**src/rtl/uart_cmd_sender.sv**
```systemverilog
// UART command sender: serialises register-file / ALU command packets onto TX_SER
// with optional parity, a programmable bit period and one idle bit between bytes.
module uart_cmd_sender #(
   parameter int unsigned Data_width     = 8,
   parameter int unsigned Prescale_width = 6
) (
   input  logic                      CLK,
   input  logic                      RST,
   input  logic                      CMD_valid,
   input  logic [1:0]                CMD_type,
   input  logic [3:0]                CMD_addr,
   input  logic [Data_width-1:0]     CMD_A,
   input  logic [Data_width-1:0]     CMD_B,
   input  logic [3:0]                CMD_fun,
   input  logic [Prescale_width-1:0] prescale,
   input  logic                      PAR_EN,
   input  logic                      PAR_TYP,
   output logic                      CMD_ready,
   output logic                      TX_SER,
   output logic                      busy,
   output logic                      frame_done
);

   localparam int unsigned BIT_W = (Data_width > 1) ? $clog2(Data_width) : 1;

   typedef enum logic [2:0] {IDLE, START, DATA, PARITY, STOP, GAP} state_t;

   state_t                    state_q, state_d;
   logic [Prescale_width-1:0] presc_q, presc_d;
   logic [BIT_W-1:0]          bit_q, bit_d;
   logic [1:0]                byte_q, byte_d;
   logic                      tx_q, tx_d;
   logic                      ready_q, ready_d;
   logic                      busy_q, busy_d;
   logic                      done_q, done_d;

   logic [1:0]                type_q;
   logic [3:0]                addr_q;
   logic [Data_width-1:0]     a_q, b_q;
   logic [3:0]                fun_q;
   logic [Prescale_width-1:0] scale_q;
   logic                      par_en_q, par_typ_q;

   logic                      accept;
   logic                      period_end;
   logic [Prescale_width-1:0] last_cnt;
   logic [1:0]                last_byte;
   logic [Data_width-1:0]     cur_byte;
   logic [BIT_W-1:0]          next_bit;
   logic                      par_bit;

   assign accept     = (state_q == IDLE) && ready_q && CMD_valid;
   // A captured prescale of 0 behaves like 1 cycle per bit.
   assign last_cnt   = (scale_q == '0) ? '0 : scale_q - Prescale_width'(1);
   assign period_end = (presc_q == last_cnt);
   assign next_bit   = bit_q + BIT_W'(1);
   assign par_bit    = (^cur_byte) ^ par_typ_q;

   always_comb begin
      last_byte = 2'd1;
      cur_byte  = '0;
      case (type_q)
         2'b00: last_byte = 2'd2;
         2'b10: last_byte = 2'd3;
         default: last_byte = 2'd1;
      endcase
      case ({type_q, byte_q})
         4'b00_00: cur_byte = Data_width'(8'hAA);
         4'b00_01: cur_byte = Data_width'(addr_q);
         4'b00_10: cur_byte = a_q;
         4'b01_00: cur_byte = Data_width'(8'hBB);
         4'b01_01: cur_byte = Data_width'(addr_q);
         4'b10_00: cur_byte = Data_width'(8'hCC);
         4'b10_01: cur_byte = a_q;
         4'b10_10: cur_byte = b_q;
         4'b10_11: cur_byte = Data_width'(fun_q);
         4'b11_00: cur_byte = Data_width'(8'hDD);
         4'b11_01: cur_byte = Data_width'(fun_q);
         default:  cur_byte = '0;
      endcase
   end

   // Next-state and next-output logic; tx_d is the level for the coming cycle.
   always_comb begin
      state_d = state_q;
      presc_d = presc_q;
      bit_d   = bit_q;
      byte_d  = byte_q;
      tx_d    = tx_q;
      ready_d = ready_q;
      done_d  = 1'b0;
      if (state_q != IDLE)
         presc_d = period_end ? '0 : presc_q + Prescale_width'(1);
      case (state_q)
         IDLE: begin
            tx_d    = 1'b1;
            ready_d = 1'b1;
            if (accept) begin
               state_d = START;
               tx_d    = 1'b0;
               ready_d = 1'b0;
               presc_d = '0;
               bit_d   = '0;
               byte_d  = '0;
            end
         end
         START: if (period_end) begin
            state_d = DATA;
            bit_d   = '0;
            tx_d    = cur_byte[0];
         end
         DATA: if (period_end) begin
            if (bit_q == BIT_W'(Data_width - 1)) begin
               bit_d   = '0;
               state_d = par_en_q ? PARITY : STOP;
               tx_d    = par_en_q ? par_bit : 1'b1;
            end else begin
               bit_d = next_bit;
               tx_d  = cur_byte[next_bit];
            end
         end
         PARITY: if (period_end) begin
            state_d = STOP;
            tx_d    = 1'b1;
         end
         STOP: if (period_end) begin
            tx_d = 1'b1;
            if (byte_q == last_byte) begin
               state_d = IDLE;
               byte_d  = '0;
               ready_d = 1'b1;
               done_d  = 1'b1;
            end else begin
               state_d = GAP;
               byte_d  = byte_q + 2'd1;
            end
         end
         GAP: if (period_end) begin
            state_d = START;
            tx_d    = 1'b0;
         end
         default: begin
            state_d = IDLE;
            tx_d    = 1'b1;
            ready_d = 1'b1;
         end
      endcase
      busy_d = ~ready_d;
   end

   always_ff @(posedge CLK or negedge RST) begin
      if (!RST) begin
         state_q <= IDLE;
         presc_q <= '0;
         bit_q   <= '0;
         byte_q  <= '0;
         tx_q    <= 1'b1;
         ready_q <= 1'b1;
         busy_q  <= 1'b0;
         done_q  <= 1'b0;
      end else begin
         state_q <= state_d;
         presc_q <= presc_d;
         bit_q   <= bit_d;
         byte_q  <= byte_d;
         tx_q    <= tx_d;
         ready_q <= ready_d;
         busy_q  <= busy_d;
         done_q  <= done_d;
      end
   end

   // Command capture; held stable for the whole transmission.
   always_ff @(posedge CLK or negedge RST) begin
      if (!RST) begin
         type_q    <= '0;
         addr_q    <= '0;
         a_q       <= '0;
         b_q       <= '0;
         fun_q     <= '0;
         scale_q   <= '0;
         par_en_q  <= 1'b0;
         par_typ_q <= 1'b0;
      end else if (accept) begin
         type_q    <= CMD_type;
         addr_q    <= CMD_addr;
         a_q       <= CMD_A;
         b_q       <= CMD_B;
         fun_q     <= CMD_fun;
         scale_q   <= prescale;
         par_en_q  <= PAR_EN;
         par_typ_q <= PAR_TYP;
      end
   end

   assign TX_SER     = tx_q;
   assign CMD_ready  = ready_q;
   assign busy       = busy_q;
   assign frame_done = done_q;

endmodule

```
**config.mk**
```make
export PLATFORM = sky130hd
export DESIGN_NAME = uart_cmd_sender
export DESIGN_NICKNAME = d
export VERILOG_FILES = /design/src/rtl/uart_cmd_sender.sv
export SDC_FILE = /design/constraint.sdc
export NUM_CORES = 1
export LEC_CHECK = 0
export CORE_MARGIN = 8
export CORE_UTILIZATION = 55
export DETAILED_ROUTE_END_ITERATION = 10
export GPL_TIMING_DRIVEN = 0
export PLACE_DENSITY = 0.84
export SLEW_MARGIN = 30
export SYNTH_ARGS = -nofsm -noshare
export SYNTH_HDL_FRONTEND = slang
export SYNTH_SLANG_ARGS = --single-unit
```
**constraint.sdc**
```tcl
create_clock -name CLK -period 7 [get_ports CLK]
set_clock_uncertainty 0.1 [all_clocks]
set_input_delay 1.4 -clock CLK [delete_from_list [all_inputs] [get_ports CLK]]
set_output_delay 1.4 -clock CLK [all_outputs]
set_load 0.005 [all_outputs]
```
==> out/results.ini, run 1 <==
[hold_path]
whs_path_depth = 1
hold_path_class = reg -> reg

[cells_and_area]
multiInputGateArea_um2 = 1630
fill_cells = 421
layoutNonFillerInstCount = 401
final_nets = 373
diodes = 0
final_layout_size_suffix_gt1_share_pct = 19.1
area_growth_pct = 19.8
regArea_um2 = 1300

[routing]
ant_nets = 0
wl_mm = 6.69
vias = 2356
viasPerCell = 5.88
wl_per_cell_um = 16.7
drc_errors = 0
drt_pre_antenna_iters = 4
drtIter0Drc = 194

[synthesis]
syn_area_per_cell_um2 = 10.8
netlist_area_um2 = 3040
synth-seq-cells = 52
ys_warn_count = 0
yosys.cell_types.count = 64
synth_edf_count = 0
synthFlopType = dfrtp_1
async_flop_share_pct = 100
ys_seq_area_share_pct = 42.9
syn_inst = 280
syn-num-nets = 325

[timing]
finalMaxSlewViolations = 0
relSlewSlack_pct = 56.0
min_period_ps = 3350
tns_ps = 0
worst_pin_slew_ps = 660
max_freq_mhz = 299
rsz0062_at_grt = no
hold_viol = 0
fin_crit_sh_pct = 47.8
setup_violations = 0

[setup_path]
critPathSlowestCell = clkbuf_1
r2r_cells = 9
cp_top_family = buffers and inverters
worstPathCellList = clkdlybuf4s50_1 > nand2_1 > nor2_1 > buf_1 > clkbuf_1 > mux2_2
path_class = in -> reg
end_kind = register
required_ps = 7090
worstSetupStartpointType = input pin
path_buf_inv = 3
cp.arrival_ps = 3440
path_max_fanout = 10
cp_slowest_stage_delay_ps = 510
worst-path-stages = 6

[power]
p_int_uw = 834
cellPowerDensity_nw_per_um2 = 375
switching_share_pct = 38.9
p_total_uw = 1370
static-leakage-power_uw = 0.00154
p_seq_share_pct = 38.5
net-switching-power_uw = 531
comb_power_share_pct = 48.7
peakVddDrop_v = 0.000213
p_clk_share_pct = 12.8

[clock_network]
clockBufferDepth = 2
clk_pin_slew_ps = 90
root_buffer = clkbuf_8
cts-hold-fix-buffers = 0
cts_resized = 0
cts_sinks = 52
cts_tree = built
cts_buffers = 5
htree_levels = 2
post-cts-setup-buffers = 0
worstSkewPairLatency_ps = 310

[floorplanning]
core_um2 = 5410
fp.dieH_um = 90.3
fp.dieArea_um2 = 8160
fp-row-count = 27
io_pins = 41
chipWidth_um = 90.3
initial_core_util_pct = 56.2

[placed_design]
port-buffer-count = 40
dp_cells = 393
dp.final_hpwl_mm = 5.16
gp_congestion = 0.872

[grt]
grtUsageTotal_pct = 17.2
grt_max_degree = 40
grt_pass1_vias = 2513
antenna_found_initial = 0
gr-total-overflow = 0
grt_pass1_wl_mm = 11.7

[status]
status = complete, no violations

[job]
maxCapViolCount = 0

-- registers in the layout, summed over array words and instances (netlist names) --
register    cells
addr_q          4
state_q         3
CMD_ready       1
par_typ_q       1
a_q             8
TX_SER          1
b_q             8
presc_q         6
scale_q         6
busy            1
type_q          2
par_en_q        1
frame_done      1
byte_q          2
fun_q           4
bit_q           3
-- power by group through the flow --
stage               combinational (µW)  clock (µW)  sequential, µW
finish                             665         175             526
global route                       725         192             543
CTS                                663         179             524
detailed placement                 657           0             529
global placement                   634           0             522
floorplan                          516           0             498
-- cells in the mapped netlist (2+ instances only) --
| library cell | n | share of area, % |
|---|---|---|
| a221o_1 | 4 | 1.3 |
| a221oi_1 | 2 | 0.58 |
| buf_2 | 2 | 0.33 |
| a221o_2 | 2 | 0.74 |
| a41oi_1 | 2 | 0.58 |
| xor2_1 | 5 | 1.4 |
| xnor3_1 | 2 | 1.5 |
| a211oi_1 | 2 | 0.49 |
| dfrtp_1 | 50 | 41 |
| mux2_2 | 34 | 13 |
| a21oi_1 | 9 | 1.5 |
| a311o_1 | 4 | 1.3 |
| nor4_1 | 2 | 0.41 |
| xnor2_1 | 6 | 1.7 |
| nand3_1 | 7 | 1.2 |
| a32o_1 | 2 | 0.66 |
| or2_2 | 2 | 0.41 |
| nand4_1 | 3 | 0.62 |
| nor2b_1 | 5 | 1.0 |
| o31ai_1 | 3 | 0.74 |
| nor3_1 | 8 | 1.3 |
| o21ai_0 | 11 | 1.8 |
| nor2_1 | 17 | 2.1 |
| nand2b_1 | 2 | 0.41 |
| nand2_1 | 20 | 2.5 |
| nor3b_1 | 3 | 0.74 |
| or3_1 | 2 | 0.41 |
| and2_1 | 4 | 0.82 |
| inv_1 | 11 | 1.4 |
| ha_1 | 8 | 3.3 |
| dfstp_2 | 2 | 1.7 |
| and4b_1 | 3 | 0.99 |
| clkbuf_1 | 6 | 0.74 |
| o22ai_1 | 2 | 0.41 |
| mux2i_1 | 3 | 0.99 |
| nand3b_1 | 2 | 0.49 |
-- worst reg2reg max path: stages, from the launching register on --
cell and delay (ps):
dfrtp_1 480, inv_1 130, ha_1 270, mux2_2 330
and2_1 240, a221oi_2 320, xnor3_1 470, xnor3_1 400
a221o_2 370, o211ai_1 100
-- placed cells by master (no fill, tap or decap), types with 7 or more instances in the layout --
cell type,netlist,routed
a21oi_1,9,9
clkdlybuf4s50_1,0,39
dfrtp_1,50,50
ha_1,8,8
inv_1,11,11
mux2_2,34,34
nand2_1,20,20
nand3_1,7,7
nor2_1,17,17
nor3_1,8,8
o21ai_0,11,11
-- metrics by stage --
| step | setup WS [ps] | hold WS (ps) | cell area, µm² | utilization [%] |
|---|---|---|---|---|
| 4_1_cts | 3630 | 411 | 3640 | 67.3 |
| 3_5_place_dp | 3310 | 391 | 3550 | 65.6 |
| 6_report | 3650 | 410 | 3640 | 67.3 |
| 5_1_grt | 3510 | 428 | 3640 | 67.3 |
| 2_1_floorplan | 4100 | 373 | 3040 | - |
| 3_3_place_gp | 2940 | 387 | 3530 | 65.3 |
-- per-layer routing --
layer  part of all wire, %  routed length [µm]  track usage (%)
met1                    44                2970             21.4
met2                    50                3340             29.0
met3                   4.2                 282             4.24
met4                   1.4                  93             4.85
met5                     0                   0                0
-- final cells by class --
class,count,share of cell area (%)
plain buffers,12,1.72
clock buffers,6,2.27
clock inverters,2,0.275
inverters,11,1.13
multi-input cells,205,44.8
flip-flops and latches,52,35.8
well taps,72,2.48
repair buffers,41,11.5
-- final timing paths --
check | from | endpoint | slack (ps)
worst max-delay path | CMD_valid | b_q[3]$_DFFE_PN0P_ | 3650
min in group asynchronous | RST | presc_q[4]$_DFF_PN0_ | 830
max in group asynchronous | RST | bit_q[0]$_DFFE_PN0P_ | 5520
worst max register to register | byte_q[0]$_DFFE_PN0P_ | TX_SER$_DFFE_PN1P_ | 3730
worst min register to register | b_q[4]$_DFFE_PN0P_ | b_q[4]$_DFFE_PN0P_ | 410
worst min-delay path | b_q[4]$_DFFE_PN0P_ | b_q[4]$_DFFE_PN0P_ | 410
-- logic make-up after synthesis --
logic type | share of synthesized area, %
AO/OA/AOI/OAI | 15.2
flip-flops | 42.9
buffers and inverters | 3.42
XOR/XNOR | 4.65
AND/OR/NAND/NOR | 16.1
adder cells (fa/ha/maj) | 3.30
multiplexers | 14.3
No activity file was read; power rests on OpenSTA's default activity.
==> run 2: changes to the inputs <==
CORE_UTILIZATION = 50   (was 55)
PLACE_DENSITY = 0.81   (was 0.84)
clock period = 3 ns   (was 7 ns; I/O delays follow)
==> run 2 against run 1 <==
  * Design area rose by 4.5%
  * Total power rose to 2.5 times the previous value
  * Critical path depth increased by 1
==> out/results.ini, run 2 (same netlist as run 1, synthesis figures left out) <==
[cells_and_area]
area_growth_pct = 25.2  ; was 19.8%
reg.largest.list = a_q: 8 flops, b_q: 8 flops  ; unchanged
regArea_um2 = 1310  ; was 1300 µm²
layoutNonFillerInstCount = 413  ; was 401
stdcell_area_um2 = 3800  ; was 3640 µm²
final_nets = 382  ; was 373
multiInputGateArea_um2 = 1700  ; was 1630 µm²
fill_cells = 470  ; was 421
diodes = 0  ; unchanged
layout_common_cells = dfrtp_1, clkdlybuf4s50_1, mux2_2  ; unchanged
final_layout_size_suffix_gt1_share_pct = 25.1  ; was 19.1%
final_common_cell = dfrtp_1  ; unchanged

[clock_network]
clockBufferDepth = 2  ; unchanged
cts_buffers = 5  ; unchanged
cts-hold-fix-buffers = 0  ; unchanged
cts_tree = built  ; unchanged
htree_levels = 2  ; unchanged
root_buffer = clkbuf_8  ; unchanged
cts_sinks = 52  ; unchanged
worstSkewPairLatency_ps = 320  ; was 310 ps
clk_pin_slew_ps = 100  ; was 90 ps

[floorplanning]
initial_core_util_pct = 51.6  ; was 56.2%
fp.dieArea_um2 = 8830  ; was 8160 µm²
io_pins = 41  ; unchanged
fp-row-count = 28  ; was 27
fp.dieH_um = 93.9  ; was 90.3 µm
core_um2 = 5890  ; was 5410 µm²
chipWidth_um = 93.9  ; was 90.3 µm

[setup_path]
end_kind = register  ; unchanged
required_ps = 3100  ; was 7090 ps
r2r_cells = 7  ; was 9
cp.arrival_ps = 3000  ; was 3440 ps
path_max_fanout = 6  ; was 10
worstSetupStartpointType = register  ; was input pin
path_class = reg -> reg  ; was in -> reg

[timing]
hold_viol = 0  ; unchanged
fin_crit_sh_pct = 96.6
finalMaxSlewViolations = 0  ; unchanged
worst_pin_slew_ps = 653  ; was 660 ps
setup_violations = 0  ; unchanged
min_period_ps = 2900
relSlewSlack_pct = 56.5  ; was 56.0%
postLayoutSetupSlackWorst_ps = 101  ; was 3650 ps
max_freq_mhz = 345

[placed_design]
dp_cells = 396  ; was 393
dp.final_hpwl_mm = 5.07  ; was 5.16 mm
port-buffer-count = 40  ; unchanged
placed_area_um2 = 3550  ; about the same
post-place-ws_ps = -179  ; was 3310 ps
gp_congestion = 0.888  ; was 0.872

[power]
static-leakage-power_uw = 0.00160  ; was 0.00154 µW
peakVddDrop_v = 0.000533  ; was 0.000213 V
cellPowerDensity_nw_per_um2 = 912  ; was 375 nW/µm²
p_total_uw = 3470  ; was 1370 µW

[grt]
grt_max_degree = 40  ; unchanged
gr-total-overflow = 0  ; unchanged
grt_pass1_vias = 2498  ; was 2513
grtUsageTotal_pct = 16.3  ; was 17.2%
antenna_found_initial = 0  ; unchanged
grt_pass1_wl_mm = 11.6  ; was 11.7 mm

[status]
status = complete, no violations  ; unchanged

[hold_path]
hold_path_class = in -> async  ; was reg -> reg

[routing]
drtIter0Drc = 144  ; was 194
wl_mm = 7.01  ; was 6.69 mm
wl_per_cell_um = 17.0  ; was 16.7 µm
drc_errors = 0  ; unchanged
drt_pre_antenna_iters = 4  ; unchanged
wl_met3_um = 355  ; was 282 µm
vias = 2451  ; was 2356
route.top_layer_used = met4  ; unchanged
dr_wl_met2_mm = 3.48  ; was 3.34 mm
ant_nets = 0  ; unchanged
met1_length_mm = 3.06  ; was 2.97 mm
viasPerCell = 5.93  ; was 5.88

[job]
maxCapViolCount = 0  ; unchanged

[run 2: cell count changes in the layout (fill, tap and decap cells not counted), moves of 2 or more]
| cell | previous run | this run |
|---|---|---|
| buf_4 | 2 | 11 |
| dfrtp_1 | 50 | 47 |
| dfrtp_2 | 0 | 3 |
| a221oi_1 | 2 | 0 |
| a221oi_4 | 0 | 2 |
| clkbuf_2 | 0 | 2 |
| ha_1 | 8 | 6 |
[run 2: layout make-up]
cell class	count	area share [%]
repair buffers	50	12.8
inverters	11	1.09
well taps	75	2.47
plain buffers	12	1.71
multi-input cells	205	44.8
clock inverters	2	0.921
flip-flops and latches	52	34.4
clock buffers	6	1.91
[run 2: path summary, 6_finish.rpt]
kind                                         from                   end  slack (ps)
setup reg to reg           scale_q[2]$_DFFE_PN0P_  bit_q[2]$_DFFE_PN0P_         100
hold reg to reg                b_q[2]$_DFFE_PN0P_    b_q[2]$_DFFE_PN0P_         410
max in group asynchronous                     RST  bit_q[1]$_DFFE_PN0P_        2320
setup / recovery           scale_q[2]$_DFFE_PN0P_  bit_q[2]$_DFFE_PN0P_         100
min in group CLK               b_q[2]$_DFFE_PN0P_    b_q[2]$_DFFE_PN0P_         410
hold / removal                                RST  presc_q[5]$_DFF_PN0_          20
[run 2: through the flow]
stage                     TNS [ps]  hold slack (ps)  util (%)
after global routing         -13.5             17.2      64.6
after CTS                    -42.3             15.7      62.3
after floorplan                  0              204         -
after detailed placement      -599              365      60.3
final                            0             17.6      64.6
after global placement      -15230              389      60.0
[run 2: repair_timing]
action | in CTS | in global routing
hold endpoints to repair | 0 | 0
resized for setup | 4 | 17
endpoints found under the setup margin | 10 | 23
pin swaps | 1 | 6
setup buffers | 0 | 9
[run 2: layer usage]
layer,vias up,GRT usage [%]
li1,1156,-
met1,1214,20.4
met2,71,26.9
met3,10,3.52
met4,0,6.34
met5,-,0
[run 2: power breakdown]
group          switching [µW]  internal (µW)
Clock                     237            248
Sequential                262            985
Combinational             815            922
[run 2: critical path, stage by stage (launching register included)]
cell     delay [ps]
dfrtp_2         470
or4_4           530
o21a_1          200
or3_4           340
a21oi_4         250
a41oi_1         170
nor3_2          340
mux2_2          370
